**src/rtl/exec_unit_mc.sv**
```systemverilog
// exec_unit_mc: multi-cycle EX-stage execution unit for the SimpleRisc ALU op set.
// Operand B is taken from op2 or immx, captured together with op1 on accept.
// Single-cycle ops load a registered result on the accept edge; MUL runs a
// shift-add loop and DIV/MOD a restoring divider on magnitudes followed by a
// sign fix-up cycle. Valid/ready handshakes on both sides stall the pipeline.
//
// Ports:
//   clk, rst_n                 clock, asynchronous active-low reset
//   in_valid / in_ready        upstream handshake
//   op1, op2, immx             operand A, register operand B, immediate
//   isImmediate                1 selects immx as operand B
//   aluSignals                 4-bit opcode (13-15 illegal)
//   out_valid / out_ready      downstream handshake
//   aluResult                  registered result
//   div_zero, illegal_op       qualifiers of the current result
//   flag_e, flag_gt            flags of the last CMP (equal, signed greater)
//   busy                       iterative op in progress
module exec_unit_mc #(
    parameter int WIDTH = 32,
    parameter int SHW   = $clog2(WIDTH)
) (
    input  logic             clk,
    input  logic             rst_n,
    input  logic             in_valid,
    output logic             in_ready,
    input  logic [WIDTH-1:0] op1,
    input  logic [WIDTH-1:0] op2,
    input  logic [WIDTH-1:0] immx,
    input  logic             isImmediate,
    input  logic [3:0]       aluSignals,
    output logic             out_valid,
    input  logic             out_ready,
    output logic [WIDTH-1:0] aluResult,
    output logic             div_zero,
    output logic             illegal_op,
    output logic             flag_e,
    output logic             flag_gt,
    output logic             busy
);

    localparam int CW = $clog2(WIDTH);

    typedef enum logic [1:0] {S_IDLE, S_MUL, S_DIV, S_FIX} state_e;

    typedef enum logic [3:0] {
        OP_ADD = 4'd0, OP_SUB = 4'd1, OP_MUL = 4'd2,  OP_DIV = 4'd3,  OP_MOD = 4'd4,
        OP_CMP = 4'd5, OP_AND = 4'd6, OP_OR  = 4'd7,  OP_NOT = 4'd8,  OP_MOV = 4'd9,
        OP_LSL = 4'd10, OP_LSR = 4'd11, OP_ASR = 4'd12
    } op_e;

    state_e           state_q, state_d;
    logic [CW-1:0]    cnt_q, cnt_d;
    logic [WIDTH-1:0] x_q, x_d;       // MUL multiplicand / DIV dividend-quotient shifter
    logic [WIDTH-1:0] y_q, y_d;       // MUL multiplier / DIV divisor magnitude
    logic [WIDTH-1:0] acc_q, acc_d;   // MUL accumulator / DIV partial remainder
    logic [WIDTH-1:0] a_q, a_d;       // original A, returned as remainder on B==0
    logic             neg_q_q, neg_q_d, neg_r_q, neg_r_d, bzero_q, bzero_d, is_mod_q, is_mod_d;

    logic             out_valid_q, out_valid_d;
    logic [WIDTH-1:0] result_q, result_d;
    logic             div_zero_q, div_zero_d, illegal_q, illegal_d;
    logic             flag_e_q, flag_e_d, flag_gt_q, flag_gt_d;

    logic             accept, ld, ld_dz, ld_ill;
    logic [WIDTH-1:0] b_mux, ld_val, mul_acc, quo, rem;
    logic [WIDTH:0]   rem_sh;
    logic [SHW-1:0]   shamt;

    // NOTE: every signal driven here gets a default first, so no path can leave
    // one unassigned and infer a latch.
    always_comb begin
        state_d     = state_q;
        cnt_d       = cnt_q;
        x_d         = x_q;
        y_d         = y_q;
        acc_d       = acc_q;
        a_d         = a_q;
        neg_q_d     = neg_q_q;
        neg_r_d     = neg_r_q;
        bzero_d     = bzero_q;
        is_mod_d    = is_mod_q;
        out_valid_d = out_valid_q;
        result_d    = result_q;
        div_zero_d  = div_zero_q;
        illegal_d   = illegal_q;
        flag_e_d    = flag_e_q;
        flag_gt_d   = flag_gt_q;
        ld          = 1'b0;
        ld_val      = '0;
        ld_dz       = 1'b0;
        ld_ill      = 1'b0;
        mul_acc     = '0;
        rem_sh      = '0;
        quo         = '0;
        rem         = '0;

        in_ready = (state_q == S_IDLE) && (!out_valid_q || out_ready);
        accept   = in_valid && in_ready;
        b_mux    = isImmediate ? immx : op2;
        shamt    = b_mux[SHW-1:0];

        // Consumption first; a load in the same cycle overrides it below.
        if (out_valid_q && out_ready) out_valid_d = 1'b0;

        case (state_q)
            S_IDLE: begin
                if (accept) begin
                    case (op_e'(aluSignals))
                        OP_ADD: begin ld = 1'b1; ld_val = op1 + b_mux; end
                        OP_SUB: begin ld = 1'b1; ld_val = op1 - b_mux; end
                        OP_CMP: begin
                            ld        = 1'b1;
                            flag_e_d  = (op1 == b_mux);
                            flag_gt_d = ($signed(op1) > $signed(b_mux));
                        end
                        OP_AND: begin ld = 1'b1; ld_val = op1 & b_mux; end
                        OP_OR:  begin ld = 1'b1; ld_val = op1 | b_mux; end
                        OP_NOT: begin ld = 1'b1; ld_val = ~b_mux; end
                        OP_MOV: begin ld = 1'b1; ld_val = b_mux; end
                        OP_LSL: begin ld = 1'b1; ld_val = op1 << shamt; end
                        OP_LSR: begin ld = 1'b1; ld_val = op1 >> shamt; end
                        OP_ASR: begin ld = 1'b1; ld_val = $signed(op1) >>> shamt; end
                        OP_MUL: begin
                            // Low WIDTH bits of a signed product equal those of the
                            // unsigned product of the same bit patterns.
                            state_d = S_MUL;
                            cnt_d   = '1;
                            x_d     = op1;
                            y_d     = b_mux;
                            acc_d   = '0;
                        end
                        OP_DIV, OP_MOD: begin
                            state_d  = S_DIV;
                            cnt_d    = '1;
                            x_d      = op1[WIDTH-1] ? -op1 : op1;
                            y_d      = b_mux[WIDTH-1] ? -b_mux : b_mux;
                            acc_d    = '0;
                            a_d      = op1;
                            neg_q_d  = op1[WIDTH-1] ^ b_mux[WIDTH-1];
                            neg_r_d  = op1[WIDTH-1];
                            bzero_d  = (b_mux == '0);
                            is_mod_d = (aluSignals == OP_MOD);
                        end
                        default: begin ld = 1'b1; ld_ill = 1'b1; end
                    endcase
                end
            end
            S_MUL: begin
                mul_acc = acc_q + (y_q[0] ? x_q : '0);
                acc_d   = mul_acc;
                x_d     = x_q << 1;
                y_d     = y_q >> 1;
                cnt_d   = cnt_q - CW'(1);
                if (cnt_q == '0) begin
                    state_d = S_IDLE;
                    ld      = 1'b1;
                    ld_val  = mul_acc;
                end
            end
            S_DIV: begin
                // Restoring step: shift the next dividend bit into the remainder and
                // subtract the divisor when it fits, recording a quotient 1.
                rem_sh = {acc_q, x_q[WIDTH-1]};
                x_d    = x_q << 1;
                if (rem_sh >= {1'b0, y_q}) begin
                    rem_sh = rem_sh - {1'b0, y_q};
                    x_d[0] = 1'b1;
                end
                acc_d = rem_sh[WIDTH-1:0];
                cnt_d = cnt_q - CW'(1);
                if (cnt_q == '0) state_d = S_FIX;
            end
            S_FIX: begin
                quo     = bzero_q ? '1  : (neg_q_q ? -x_q : x_q);
                rem     = bzero_q ? a_q : (neg_r_q ? -acc_q : acc_q);
                state_d = S_IDLE;
                ld      = 1'b1;
                ld_val  = is_mod_q ? rem : quo;
                ld_dz   = bzero_q;
            end
            default: state_d = S_IDLE;
        endcase

        if (ld) begin
            out_valid_d = 1'b1;
            result_d    = ld_val;
            div_zero_d  = ld_dz;
            illegal_d   = ld_ill;
        end
    end

    // NOTE: sequential state uses non-blocking assignments so every register
    // samples its next-state value from before the edge.
    always_ff @(posedge clk or negedge rst_n) begin
        if (!rst_n) begin
            // NOTE: only control and visible outputs are reset; the datapath
            // work registers are don't-care until a new op loads them.
            state_q     <= S_IDLE;
            out_valid_q <= 1'b0;
            result_q    <= '0;
            div_zero_q  <= 1'b0;
            illegal_q   <= 1'b0;
            flag_e_q    <= 1'b0;
            flag_gt_q   <= 1'b0;
        end else begin
            state_q     <= state_d;
            out_valid_q <= out_valid_d;
            result_q    <= result_d;
            div_zero_q  <= div_zero_d;
            illegal_q   <= illegal_d;
            flag_e_q    <= flag_e_d;
            flag_gt_q   <= flag_gt_d;
        end
    end

    always_ff @(posedge clk) begin
        cnt_q    <= cnt_d;
        x_q      <= x_d;
        y_q      <= y_d;
        acc_q    <= acc_d;
        a_q      <= a_d;
        neg_q_q  <= neg_q_d;
        neg_r_q  <= neg_r_d;
        bzero_q  <= bzero_d;
        is_mod_q <= is_mod_d;
    end

    assign out_valid  = out_valid_q;
    assign aluResult  = result_q;
    assign div_zero   = div_zero_q;
    assign illegal_op = illegal_q;
    assign flag_e     = flag_e_q;
    assign flag_gt    = flag_gt_q;
    assign busy       = (state_q != S_IDLE);

endmodule

```
**config.mk**
```make
export PLATFORM = sky130hd
export DESIGN_NAME = exec_unit_mc
export DESIGN_NICKNAME = d
export VERILOG_FILES = /design/src/rtl/exec_unit_mc.sv
export SDC_FILE = /design/constraint.sdc
export NUM_CORES = 1
export LEC_CHECK = 0
export BUFFER_PORTS_ARGS = -buffer_cell sky130_fd_sc_hd__buf_2
export CORE_MARGIN = 5
export CORE_UTILIZATION = 45
export CTS_CLUSTER_SIZE = 14
export DETAILED_ROUTE_END_ITERATION = 10
export PLACE_DENSITY_LB_ADDON = 0.1
export SLEW_MARGIN = 10
export SYNTH_ARGS = -nofsm -noshare
export SYNTH_HDL_FRONTEND = slang
export SYNTH_SLANG_ARGS = --single-unit
```
**constraint.sdc**
```tcl
create_clock -name clk -period 5 [get_ports clk]
set_clock_uncertainty 0.2 [all_clocks]
set_input_delay 0.5 -clock clk [delete_from_list [all_inputs] [get_ports clk]]
set_output_delay 0.5 -clock clk [all_outputs]
set_load 0.02 [all_outputs]
```
==> results.md <==
- Status: finished clean
- Tcrit/Tclk final: 91.6%
- Die W: 239 um
- Top post-synthesis cells by area: edfxtp_1 (17%), ha_1 (9.1%), mux2i_1 (6.6%)
- Kind of critical path: reg -> reg
- Ys Warns: 0
- Total gr overflow: 0
- TritonCTS clock tree: yes
- Drt drc: 0
- I/O pins: 144
- CP max stage cell: edfxtp_1
- Crit path DAT: 4.73 ns
- RSZ-0062 raised after global routing: false
- Synth Instances: 3075
- Final setup TNS: 0 ns
- Syn_nets: 3356
- Internal power: 6450 uW
- Clock latency on the worst-skew pair: 0.47 ns
- Share of layout cells above drive strength 1: 13.1%
- Crit. End Element: register
- Max-cap violations: 0
- Post-synth cell types: 103
- Core area: 52200 sq um
- LEAKAGE: 0.0108 uW
- Area of the mapped netlist: 23600 sq um
- Largest net degree at the start of global routing: 64
- Actual slew at the worst max-slew pin: 0.996 ns
- # fillers: 5149
- Final net count: 3487
- Die Y: 239 um
- Max clock buf depth: 2
- Number of cells on the critical path: 13
- Wire per inst: 30.4 um
- Vias in the first global route: 24900
- Post-synth EDFFs: 136
- Final ANT Viol Nets: 0
- Setup violators final: 0
- Flops & latches, synth: 175
- Final hold vios: 0
- Clock share of power: 9.7%
- GRT Total Usage: 40.1%
- Clk sink count: 175
- Top delay family on crit path: compound AO/OA/AOI/OAI gates
- H-tree depth: 4
- Sw frac: 53.3%
- Clock root cell: clkbuf_16
- Initial Util: 45.1%
- Max transition margin: 33.5%
- Total power draw: 13800 uW
- GR Util met2: 61.3%
- Storage cell area: 5060 sq um
- WP data required: 5.15 ns
- PortBufs: 143
- Post-Route WL: 119 mm
- Min Clock Period, post-route: 4.58 ns
- Critical path buffers and inverters: 0
- First DRT Iteration DRCs: 3676
- Seq/Total Area, Yosys: 21.5%
- Syn avg cell area: 7.67 sq um
- Via count: 26300
- First-pass GRT wire length: 170 mm
- Via density: 6.73
- CP Launch Type: register
- Crit Path Max Fanout: 5
- Area taken by multi-input logic gates: 17100 sq um
- Antenna violations before repair: 11
- Combinational share of power: 66.9%
- Post-synth top area cell: edfxtp_1
- Setup bufs post-CTS: 0
- Power per cell area: 529 nW/um^2
- Hold/Removal Path Class: in -> reg
- Final slew viol count: 0
- Hold Crit Depth: 3
- DP HPWL: 94.0 mm
- Max frequency: 0.218 GHz
- Post-synth top flop: edfxtp_1
- GRT busiest layer: met2
- Clock-pin slew on the worst setup and hold paths: 0.08 ns
- Max VDD drop: 0.366 mV
- Area fraction of the dominant cell type after synthesis: 17.3%
- First-pass iteration count of the detailed router: 7
- Std-Cell Rows: 84
- FF-to-FF path depth: 13
- Met1 Usage GRT: 52.1%
- Switch Pwr: 7360 uW
- GR Util met3: 9.69%
- Most frequent cells after synthesis: nand2_1 (341), nor2_1 (275), o21ai_0 (274)
- Post-synth ARST share: 22.3%
- Seq pwr share: 23.4%
- Die area: 57100 sq um
- Max incr delay on CP: 0.46 ns
- Critical path, cell by cell: and2_1, ha_1, fa_1, a21o_1, a311o_1, a221o_1, a21oi_2, o21ai_1, or3_1, a31oi_1, xor2_1, nor2_1, o32a_1
- Synth-to-Final Area Change: 10.7%
- Most common cell in the synthesized netlist: nand2_1
- Final GP Congestion: 1.12
- CTS buffer count: 17
## path summary, 6_finish.rpt
path                                              to                      start  slack, ns
setup / recovery           aluResult[26]$_DFFE_PN0P_           x_q[0]$_DFFE_PP_       0.42
hold / removal                 out_valid$_DFFE_PN0P_                  out_ready       0.13
hold reg to reg            aluResult[25]$_DFFE_PN0P_  aluResult[25]$_DFFE_PN0P_       0.28
setup reg to reg           aluResult[26]$_DFFE_PN0P_           x_q[0]$_DFFE_PP_       0.42
max in group asynchronous  aluResult[13]$_DFFE_PN0P_                      rst_n       3.71
min in group asynchronous   aluResult[3]$_DFFE_PN0P_                      rst_n       0.42
## through the flow
stage	setup WS [ns]	hold WS, ns	instances	util, %	cell area [sq um]
after floorplan	0.261	0.00441	3075	-	23600
after global placement	0.142	0.263	3874	48.9	25500
after detailed placement	0.208	0.267	3874	48.9	25500
after CTS	0.502	0.0943	3906	49.9	26100
after global routing	0.255	0.141	3907	50.0	26100
final	0.421	0.126	3908	50.0	26100
## worst register-to-register path, stage by stage (launching register included)
cell	delay, ns
edfxtp_1	0.46
and2_1	0.20
ha_1	0.21
fa_1	0.44
a21o_1	0.21
a311o_1	0.40
a221o_1	0.44
a21oi_2	0.28
o21ai_1	0.15
or3_1	0.38
a31oi_1	0.22
xor2_1	0.33
nor2_1	0.19
o32a_1	0.37
## sequential cells by signal (all words and copies together) (netlist names)
name and flops:
flag_gt 1, illegal_op 1, a_q 32, is_mod_q 1, x_q 32, neg_q_q 1, bzero_q 1, y_q 32
state_q 2, cnt_q 5, flag_e 1, div_zero 1, acc_q 32, out_valid 1, aluResult 32
## layout make-up
cell class                 instances  share of cell area, %
multi-input combinational       2551                   65.5
timing repair buffer             300                   7.42
inverter                         161                   2.32
clock inverter                     9                  0.288
antenna                            1                0.00959
clock buffer                      23                   1.79
tap                              688                   3.30
sequential                       175                   19.4
## layer usage
metal / up-vias / routed length, um
met1: 12600 / 46100
met2: 1741 / 50900
met5: - / 103
met4: 12 / 8350
met3: 385 / 13300
li1: 11600 / -
## placed cells by master (no fill, tap or decap), types with 18 or more instances in the layout
cell / Yosys / layout
o21ai_0: 274 / 274
edfxtp_1: 136 / 136
nand2b_1: 21 / 21
nand2_1: 341 / 341
o21bai_1: 25 / 25
mux2i_1: 156 / 154
and3_1: 20 / 20
o211ai_1: 43 / 43
nor3_1: 55 / 55
a221oi_1: 18 / 18
nor2_1: 275 / 269
buf_4: 5 / 154
buf_2: 20 / 142
xor2_1: 72 / 72
a21oi_1: 257 / 257
nor2b_1: 22 / 22
nor4_1: 22 / 22
xnor2_1: 125 / 125
a211oi_1: 44 / 44
nand3_1: 62 / 62
and2_1: 42 / 42
dfrtp_1: 39 / 39
a21o_1: 40 / 40
ha_1: 172 / 171
o31ai_1: 37 / 37
or3_1: 21 / 21
inv_1: 156 / 156
o221ai_1: 29 / 29
o22ai_1: 63 / 63
a31oi_1: 54 / 54
## logic make-up after synthesis
group | Yosys count | synth area share (%)
flops | 175 | 21.5
xor+xnor | 197 | 7.32
buf+inv | 349 | 6.32
compound gates | 1040 | 28.1
simple gates | 952 | 18.5
mux | 186 | 8.78
fa+ha+maj | 176 | 9.46
## timing repair
item | CTS | global route
endpoints found under the hold margin | 0 | 39
hold buffers | 0 | 1
resized for setup | 0 | 0
## power by group through the flow
stage,sequential [uW],clock [uW],combinational (uW)
final,3230,1350,9240
after CTS,3200,1340,9010
after floorplan,3120,0,6050
after detailed placement,3230,0,8950
after global routing,3290,1390,9970
after global placement,3200,0,8830
(Power assumes the default switching activity.)
